==> config.mk <==
export PLATFORM = sky130hd
export DESIGN_NAME = key_mode_ctrl
export DESIGN_NICKNAME = d
export VERILOG_FILES = /design/src/rtl/key_mode_ctrl_pkg.sv /design/src/rtl/key_mode_ctrl_debounce.sv /design/src/rtl/key_mode_ctrl.sv
export SDC_FILE = /design/constraint.sdc
export NUM_CORES = 1
export LEC_CHECK = 0
export ABC_AREA = 0
export BUFFER_PORTS_ARGS = -buffer_cell sky130_fd_sc_hd__buf_2
export CAP_MARGIN = 40
export CELL_PAD_IN_SITES_DETAIL_PLACEMENT = 1
export CELL_PAD_IN_SITES_GLOBAL_PLACEMENT = 2
export CORE_AREA = 10 10 107 85
export DETAILED_ROUTE_END_ITERATION = 12
export DIE_AREA = 0 0 117 95
export GPL_ROUTABILITY_DRIVEN = 0
export GPL_TIMING_DRIVEN = 0
export PLACE_DENSITY = 0.8
export REMOVE_ABC_BUFFERS = 1
export SYNTH_ARGS = -nofsm -noshare
export SYNTH_HDL_FRONTEND = slang
export SYNTH_HIERARCHICAL = 1
export SYNTH_SLANG_ARGS = --single-unit
==> constraint.sdc <==
create_clock -name CLK -period 1.78 [get_ports CLK]
set_input_delay 0.356 -clock CLK [delete_from_list [all_inputs] [get_ports CLK]]
set_output_delay 0.356 -clock CLK [all_outputs]
set_load 0.03 [all_outputs]
==> src/rtl/key_mode_ctrl_pkg.sv <==
// Shared constants for the push-button mode controller: FSM encodings,
// default timing parameters and the LED on-time table helper.
package key_mode_ctrl_pkg;

    localparam int unsigned CLK_HZ = 50_000_000;

    localparam int CNT_W  = 26;
    localparam int ON_W   = 23;
    localparam int MODE_W = 2;

    typedef logic [MODE_W-1:0] mode_t;

    localparam int unsigned DEF_T_DEBOUNCE = 1_000_000;
    localparam int unsigned DEF_T_LONG     = 50_000_000;
    localparam int unsigned DEF_T_PERIOD   = 5_000_000;

    localparam logic [1:0] ST_IDLE         = 2'd0;
    localparam logic [1:0] ST_PRESS_WAIT   = 2'd1;
    localparam logic [1:0] ST_HELD         = 2'd2;
    localparam logic [1:0] ST_RELEASE_WAIT = 2'd3;

    // Quarter steps of the blink period; mode 3 turns the LED off.
    function automatic logic [ON_W-1:0] on_time_of(input mode_t mode, input int unsigned period);
        logic [31:0] v;
        v = '0;
        case (mode)
            2'd0: v = period / 4;
            2'd1: v = period / 2;
            2'd2: v = (3 * period) / 4;
            2'd3: v = '0;
        endcase
        return v[ON_W-1:0];
    endfunction

endpackage

==> src/rtl/key_mode_ctrl_debounce.sv <==
// Synchronises and debounces an active-low key, emitting one pulse per
// accepted press and one pulse when a press has been held long enough.
module key_mode_ctrl_debounce
    import key_mode_ctrl_pkg::*;
#(
    parameter int unsigned T_DEBOUNCE = DEF_T_DEBOUNCE,
    parameter int unsigned T_LONG     = DEF_T_LONG
) (
    input  logic clk,
    input  logic rst_n,
    input  logic key_in,
    output logic key_pulse,
    output logic long_pulse
);

    localparam logic [CNT_W-1:0] DEB_MAX  = CNT_W'(T_DEBOUNCE - 1);
    localparam logic [CNT_W-1:0] LONG_MAX = CNT_W'(T_LONG - 1);

    logic [1:0]       sync_q;
    logic             key_s;
    logic [1:0]       state_q, state_d;
    logic [CNT_W-1:0] cnt_q, cnt_d;
    logic             long_done_q, long_done_d;
    logic             key_pulse_q, key_pulse_d;
    logic             long_pulse_q, long_pulse_d;

    assign key_s = sync_q[1];

    always_comb begin
        state_d      = state_q;
        cnt_d        = cnt_q;
        long_done_d  = long_done_q;
        key_pulse_d  = 1'b0;
        long_pulse_d = 1'b0;
        case (state_q)
            ST_IDLE: begin
                long_done_d = 1'b0;
                cnt_d       = '0;
                if (!key_s) begin
                    state_d = ST_PRESS_WAIT;
                end
            end
            ST_PRESS_WAIT: begin
                if (key_s) begin
                    state_d = ST_IDLE;
                    cnt_d   = '0;
                end else if (cnt_q == DEB_MAX) begin
                    state_d     = ST_HELD;
                    cnt_d       = '0;
                    key_pulse_d = 1'b1;
                end else begin
                    cnt_d = cnt_q + CNT_W'(1);
                end
            end
            ST_HELD: begin
                // Counter parks at LONG_MAX; long_done keeps a re-bounced press from firing twice.
                if (key_s) begin
                    state_d = ST_RELEASE_WAIT;
                    cnt_d   = '0;
                end else if (cnt_q == LONG_MAX) begin
                    if (!long_done_q) begin
                        long_pulse_d = 1'b1;
                        long_done_d  = 1'b1;
                    end
                end else begin
                    cnt_d = cnt_q + CNT_W'(1);
                end
            end
            ST_RELEASE_WAIT: begin
                if (!key_s) begin
                    state_d = ST_HELD;
                    cnt_d   = '0;
                end else if (cnt_q == DEB_MAX) begin
                    state_d = ST_IDLE;
                    cnt_d   = '0;
                end else begin
                    cnt_d = cnt_q + CNT_W'(1);
                end
            end
        endcase
    end

    always_ff @(posedge clk or negedge rst_n) begin
        if (!rst_n) begin
            sync_q       <= 2'b11;
            state_q      <= ST_IDLE;
            cnt_q        <= '0;
            long_done_q  <= 1'b0;
            key_pulse_q  <= 1'b0;
            long_pulse_q <= 1'b0;
        end else begin
            sync_q       <= {sync_q[0], key_in};
            state_q      <= state_d;
            cnt_q        <= cnt_d;
            long_done_q  <= long_done_d;
            key_pulse_q  <= key_pulse_d;
            long_pulse_q <= long_pulse_d;
        end
    end

    assign key_pulse  = key_pulse_q;
    assign long_pulse = long_pulse_q;

endmodule

==> src/rtl/key_mode_ctrl.sv <==
// Button-driven blink mode selector: short presses step the mode, a long
// press returns to mode 0; ON_TIME follows the mode.
module key_mode_ctrl
    import key_mode_ctrl_pkg::*;
#(
    parameter int unsigned T_DEBOUNCE = DEF_T_DEBOUNCE,
    parameter int unsigned T_LONG     = DEF_T_LONG,
    parameter int unsigned T_PERIOD   = DEF_T_PERIOD
) (
    input  logic              CLK,
    input  logic              RST_N,
    input  logic              KEY_IN,
    output logic              KEY_PULSE,
    output logic              LONG_PULSE,
    output logic [MODE_W-1:0] MODE,
    output logic [ON_W-1:0]   ON_TIME
);

    localparam logic [ON_W-1:0] ON_RST = on_time_of(2'd0, T_PERIOD);

    logic            key_pulse;
    logic            long_pulse;
    mode_t           mode_q, mode_d;
    logic [ON_W-1:0] on_time_q, on_time_d;
    logic [ON_W-1:0] on_tab [4];

    key_mode_ctrl_debounce #(
        .T_DEBOUNCE (T_DEBOUNCE),
        .T_LONG     (T_LONG)
    ) u_debounce (
        .clk        (CLK),
        .rst_n      (RST_N),
        .key_in     (KEY_IN),
        .key_pulse  (key_pulse),
        .long_pulse (long_pulse)
    );

    for (genvar gi = 0; gi < 4; gi++) begin : g_tab
        assign on_tab[gi] = on_time_of(2'(gi), T_PERIOD);
    end

    // Long press wins should both pulses ever coincide.
    always_comb begin
        mode_d = mode_q;
        if (long_pulse) begin
            mode_d = '0;
        end else if (key_pulse) begin
            mode_d = mode_q + 2'd1;
        end
        on_time_d = on_tab[mode_d];
    end

    always_ff @(posedge CLK or negedge RST_N) begin
        if (!RST_N) begin
            mode_q    <= '0;
            on_time_q <= ON_RST;
        end else begin
            mode_q    <= mode_d;
            on_time_q <= on_time_d;
        end
    end

    assign KEY_PULSE  = key_pulse;
    assign LONG_PULSE = long_pulse;
    assign MODE       = mode_q;
    assign ON_TIME    = on_time_q;

endmodule

======== Yosys cells after proc, flatten, opt, wreduce, memory -nomap -nowiden ========
Index checks and enable logic that the tools add are counted.
cells by class
  add/sub/neg operators ................... 2
  $lt $le $gt $ge ......................... 1
  equality and inequality tests ........... 12
  multiplexer cells ....................... 28
  bitwise gates (word level) .............. 1
  reductions and logical operators ........ 4
operator list
  kind                                                      number
  2-to-1 mux 26 bit                                         5
  one-hot mux 26 bit (4 select lines)                       1
  binary-select mux 23 bit (select 2 bit)                   1
  2-to-1 mux 23 bit                                         2
  adder 26 x 1 -> 26 bit, second input constant             1
  equality test 26 x 20 -> 1 bit, second input constant     1
  equality test 26 bit, second input constant               1
  2-to-1 mux 2 bit                                          8
  2-to-1 mux 1 bit                                          9
  one-hot mux 2 bit (4 select lines)                        1
  equality test 2 bit, second input constant                2
  != test 2 x 1 -> 1 bit, second input constant             2
  != test 2 bit, second input constant                      2
  AND reduction 4 bit                                       1
  greater-or-equal comparator 3 bit, second input constant  1
  != test 3 x 1 -> 1 bit, second input constant             1
  != test 3 x 2 -> 1 bit, second input constant             1
  != test 3 bit, second input constant                      1
  inverter 2 -> 3 bit                                       1
  AND reduction 3 bit                                       1
  adder 2 x 1 -> 2 bit, second input constant               1
  equality test 2 x 1 -> 1 bit, second input constant       1
  logical NOT 2 bit                                         1
  one-hot mux 1 bit (2 select lines)                        1
  nonzero test 2 bit                                        1
word-level totals
  bits in registers ....................... 58
  output and inout bits ................... 27
  word-level logic and storage cells ...... 56

======== Depth between registers and ports, before layout ========
  depth in word-level cells ............... 7
  mapped depth ............................ 8

======== Cells and area by module ========
Netlist, hierarchy kept.
modules (own cells, without submodules)
  module                  times used  cells an instance  area each (µm²)
  key_mode_ctrl_debounce  1           181                1740.4
  key_mode_ctrl           1           42                 454.2

======== Worst setup path after synthesis ========
OpenSTA, ideal clock, no wires.
  path kind ............................... register to register
  start point ............................. register u_debounce.cnt_q[0]
  end point ............................... register u_debounce.cnt_q[7]
  setup time .............................. 0.120 ns
  data arrival time ....................... 1.843 ns
  path slack .............................. -0.183 ns
  cell stages (with the launch flop) ...... 9
  path buffers ............................ 2
  clock period less this slack ............ 1.963 ns
  path through ............................ dfrtp_1 ha_1 and4_1 clkbuf_2 nand4_1 or4_1 clkbuf_1 nand3b_1 a21oi_1
between the ends
  word-level cells in the longest chain between the ends .. 4
  elaborated cells on any way between the ends .. 10
  classes of those cells .................. add/sub (1); eq/ne (3); mux (6)
ends and longest elaborated chain
  item                                                                             line                                                                                      source
  start: declaration                                                               key_mode_ctrl_debounce.sv:22                                                              logic [CNT_W-1:0] cnt_q, cnt_d;
  start signal: assignment                                                         key_mode_ctrl_debounce.sv:94                                                              cnt_q <= cnt_d;
  adder 26 x 1 -> 26 bit / equality test 26 x 20 -> 1 bit (equally long branches)  n/a
  2-to-1 mux 26 bit (on tied branches)                                             key_mode_ctrl_debounce.sv:47, key_mode_ctrl_debounce.sv:73, key_mode_ctrl_debounce.sv:60
  2-to-1 mux 26 bit (on tied branches)                                             key_mode_ctrl_debounce.sv:70, key_mode_ctrl_debounce.sv:44, key_mode_ctrl_debounce.sv:57
  one-hot mux 26 bit (4 select lines)                                              key_mode_ctrl_debounce.sv:35                                                              case (state_q)
Several ways; a longest one is shown, not always the timed one. The select of a mux whose other input is x is not followed.
A chain may end at the register's enable or synchronous reset.

======== Final worst setup path ========
  start point ............................. register u_debounce.cnt_q[6]
  end point ............................... register u_debounce.cnt_q[15]
Same word-level chain as after synthesis.

==> results.yml <==
outcome:
  status: "finished with violations"
  violations: "setup timing"
logic_synthesis:
  synth_cell_type_count: 43
  yosysMostFrequentCell: "dfrtp_1"
  synth_area_um2: 2195
  syn_area_per_cell_um2: 9.841
  synth-seq-area-share_pct: 47.04
  synthTopCellsByCount: "dfrtp_1, nor2_1, buf_4, nand2_1, xnor2_1"
  synth_area_leaders: "dfrtp_1, buf_4, dfstp_2"
  yosysTopAreaCell: "dfrtp_1"
  synth_flop_cell: "dfrtp_1"
  synth_top_area_share_pct: 41.05
  synth_edf_count: 0
  netlist_instances: 223
  synth_warnings: 6
  ys_seq_elements: 41
  async_reset_ff_share_pct: 100.0
clocking:
  tritoncts: "done"
  cts_max_level: 2
  ctsHoldBuffers: 0
  cts_root_buffer: "clkbuf_8"
  clock-sinks: 41
  clock_latency_ps: 300
  cts_buffers: 5
  cts_buffer_depth: 2
  clkSlewWorstSetupHoldPaths_ps: 90
drt:
  drc: 0
  detail_route.iter0.violations: 83
  via_per_inst: 5.026
  drt.antenna.violating_nets: 0
  dr_total_vias: 1719
  routed_wirelength_um: 5744
  wl_per_cell_um: 16.80
  first_pass_iters: 4
pwr:
  power_density_nw_per_um2: 664.8
  power_w: 0.001805
  p_leak_nw: 1.134
  peakVddDrop_mv: 0.3192
global_routing:
  overflow: 0
  antenna_found_initial: 0
  grtUsageTotal_pct: 11.04
  grt_pass1_vias: 1828
  grt_max_degree: 24
  grt_pass1_wl_um: 9501
sta:
  final-setup-viol-count: 29
  fin_crit_ps: 2172
  hold_slack_ps: 9.724
  relSlewSlack_pct: 60.04
  skew_ps: 8.962
  max_freq_mhz: 460.3
  finalHoldViolCount: 0
  tightest_slew_ps: 594.8
  maxSlewViolCount: 0
  finalCritPeriodShare_pct: 122.0
  rsz0062_at_grt: "yes"
  worst_slack_ps: -392.4
worst_setup_path:
  crit_path_max_fanout: 6
  critical_path.endpoint_type: "register"
  r2r-end: "u_debounce/cnt_q[15]"
  critPathSlowestCell: "or4b_4"
  cp.required_ps: 1950
  worst-path-buf-inv: 2
  regToRegStartpoint: "u_debounce/cnt_q[6]"
  critical-path-top-delay-family: "simple AND/OR/NAND/NOR gates"
  crit_chain: "or4b_4, nor4_4, buf_4, a21oi_4, nor3_4, buf_6, a21oi_2"
  worstSetupPathType: "reg -> reg"
  rrSetupSlack_ps: -390
  arrival_ps: 2340
  critPathLaunchType: "register"
  slowest_delay_ps: 530
  rr_worst_depth: 7
place:
  dp_hpwl_um: 3916
  dp_slack_ps: -769.0
  portBuffers: 22
  placed_area_um2: 2312
min_path:
  min_path_type: "in -> async"
final_layout:
  fin_area_um2: 2715
  insertedDiodeCount: 0
  areaGrowthSynthToFinish_pct: 23.72
  drive_above_1_share_pct: 36.47
  final.fill_count: 813
  nets: 260
  post-route-util_pct: 38.27
floorplan:
  rows: 27
  die_width_um: 117
  coreArea_um2: 7094
  dieArea_um2: 11120
  start_util_pct: 30.93
  pin_count: 30
  die_h_um: 95
run:
  max-cap-violations: 0
[layout by cell type, fill, tap and decap left out, types with 3 or more instances in the layout]
cell type	n
a21oi_1	4
and2_1	4
and3_1	5
and4_1	4
buf_2	22
buf_4	16
buf_6	3
clkbuf_8	5
conb_1	7
dfrtp_1	30
dfrtp_2	6
dfstp_2	5
inv_1	3
mux2i_1	3
nand2_1	11
nand3_1	9
nand4_1	10
nor2_1	15
nor2_2	9
nor3_1	8
nor3_4	3
nor4_1	5
o21ai_0	4
or3_1	5
xnor2_1	12
xor2_1	9
[registers in the layout, indices dropped and copies added (netlist names), named ones only]
| signal | flops |
|---|---|
| u_debounce/state_q | 1 |
| MODE | 2 |
| u_debounce/sync_q | 2 |
| ON_TIME | 6 |
| u_debounce/long_done_q | 1 |
| u_debounce/long_pulse | 1 |
| u_debounce/key_pulse | 1 |
| u_debounce/cnt_q | 26 |
[how the worst max path moves through the flow]
stage	from	end	slack, ps	cells after the start
2_1_floorplan	u_debounce/cnt_q[15]	u_debounce/cnt_q[5]	-560	5
3_3_place_gp	u_debounce/cnt_q[15]	u_debounce/cnt_q[6]	-1200	5
3_5_place_dp	u_debounce/cnt_q[15]	u_debounce/cnt_q[19]	-770	6
4_1_cts	u_debounce/cnt_q[21]	u_debounce/cnt_q[5]	-380	6
5_1_grt	u_debounce/cnt_q[6]	u_debounce/cnt_q[0]	-470	7
6_report	u_debounce/cnt_q[6]	u_debounce/cnt_q[15]	-390	7
[area by class of cell]
cell class              instances  area [um^2]  area share (%)
clock buffers                   5        68.82           2.535
flip-flops and latches         41         1040           38.30
inverters                       3        11.26          0.4147
clock inverters                 3        46.29           1.705
repair buffers                 42        291.5           10.74
multi-input cells             161         1149           42.30
well taps                      87        108.9           4.009
[logic make-up (layout without fill, tap and decap cells)]
family	count (synthesis)	in the layout	share of synthesized area, %
flops	41	41	47.04
fa+ha+maj	3	3	1.711
other cells	1	7	0.1709
compound gates	21	21	5.929
xor+xnor	21	21	8.381
simple gates	106	106	27.48
mux	3	3	1.368
buf+inv	27	53	7.924
[where the power goes]
group	leakage (nW)	internal, W	switching, W	total, W
sequential	0.542	0.000938	0.00000712	0.000945
clock	0.0543	0.000420	0.000344	0.000764
combinational	0.537	0.0000287	0.0000666	0.0000953
[worst register-to-register path, delay by kind of cell (launching register included)]
kind | cells | cell delay, ps
flops | 1 | 430
buf+inv | 2 | 400
simple gates | 3 | 1090
compound gates | 2 | 120
[stage by stage]
stage	TNS (ps)	instances
3_3_place_gp	-25880	314
4_1_cts	-9246	337
3_5_place_dp	-17150	316
5_1_grt	-11890	342
6_report	-9502	342
2_1_floorplan	-10810	205
[repair_timing]
action	in CTS	in global routing
buffers inserted	12	5
cloned	1	0
pin swaps	20	11
setup endpoints to repair	31	30
resized for setup	22	21
[layer usage]
layer | global-route usage (%) | wire (um) | share of wire [%] | vias to the layer above
met5 | 0 | 0 | 0 | -
met4 | 3.285 | 46 | 0.80 | 0
met3 | 2.598 | 154 | 2.7 | 5
met2 | 18.09 | 2787 | 49 | 16
met1 | 14.14 | 2755 | 48 | 877
li1 | - | - | - | 821
Power figures use the tool's default switching activity.
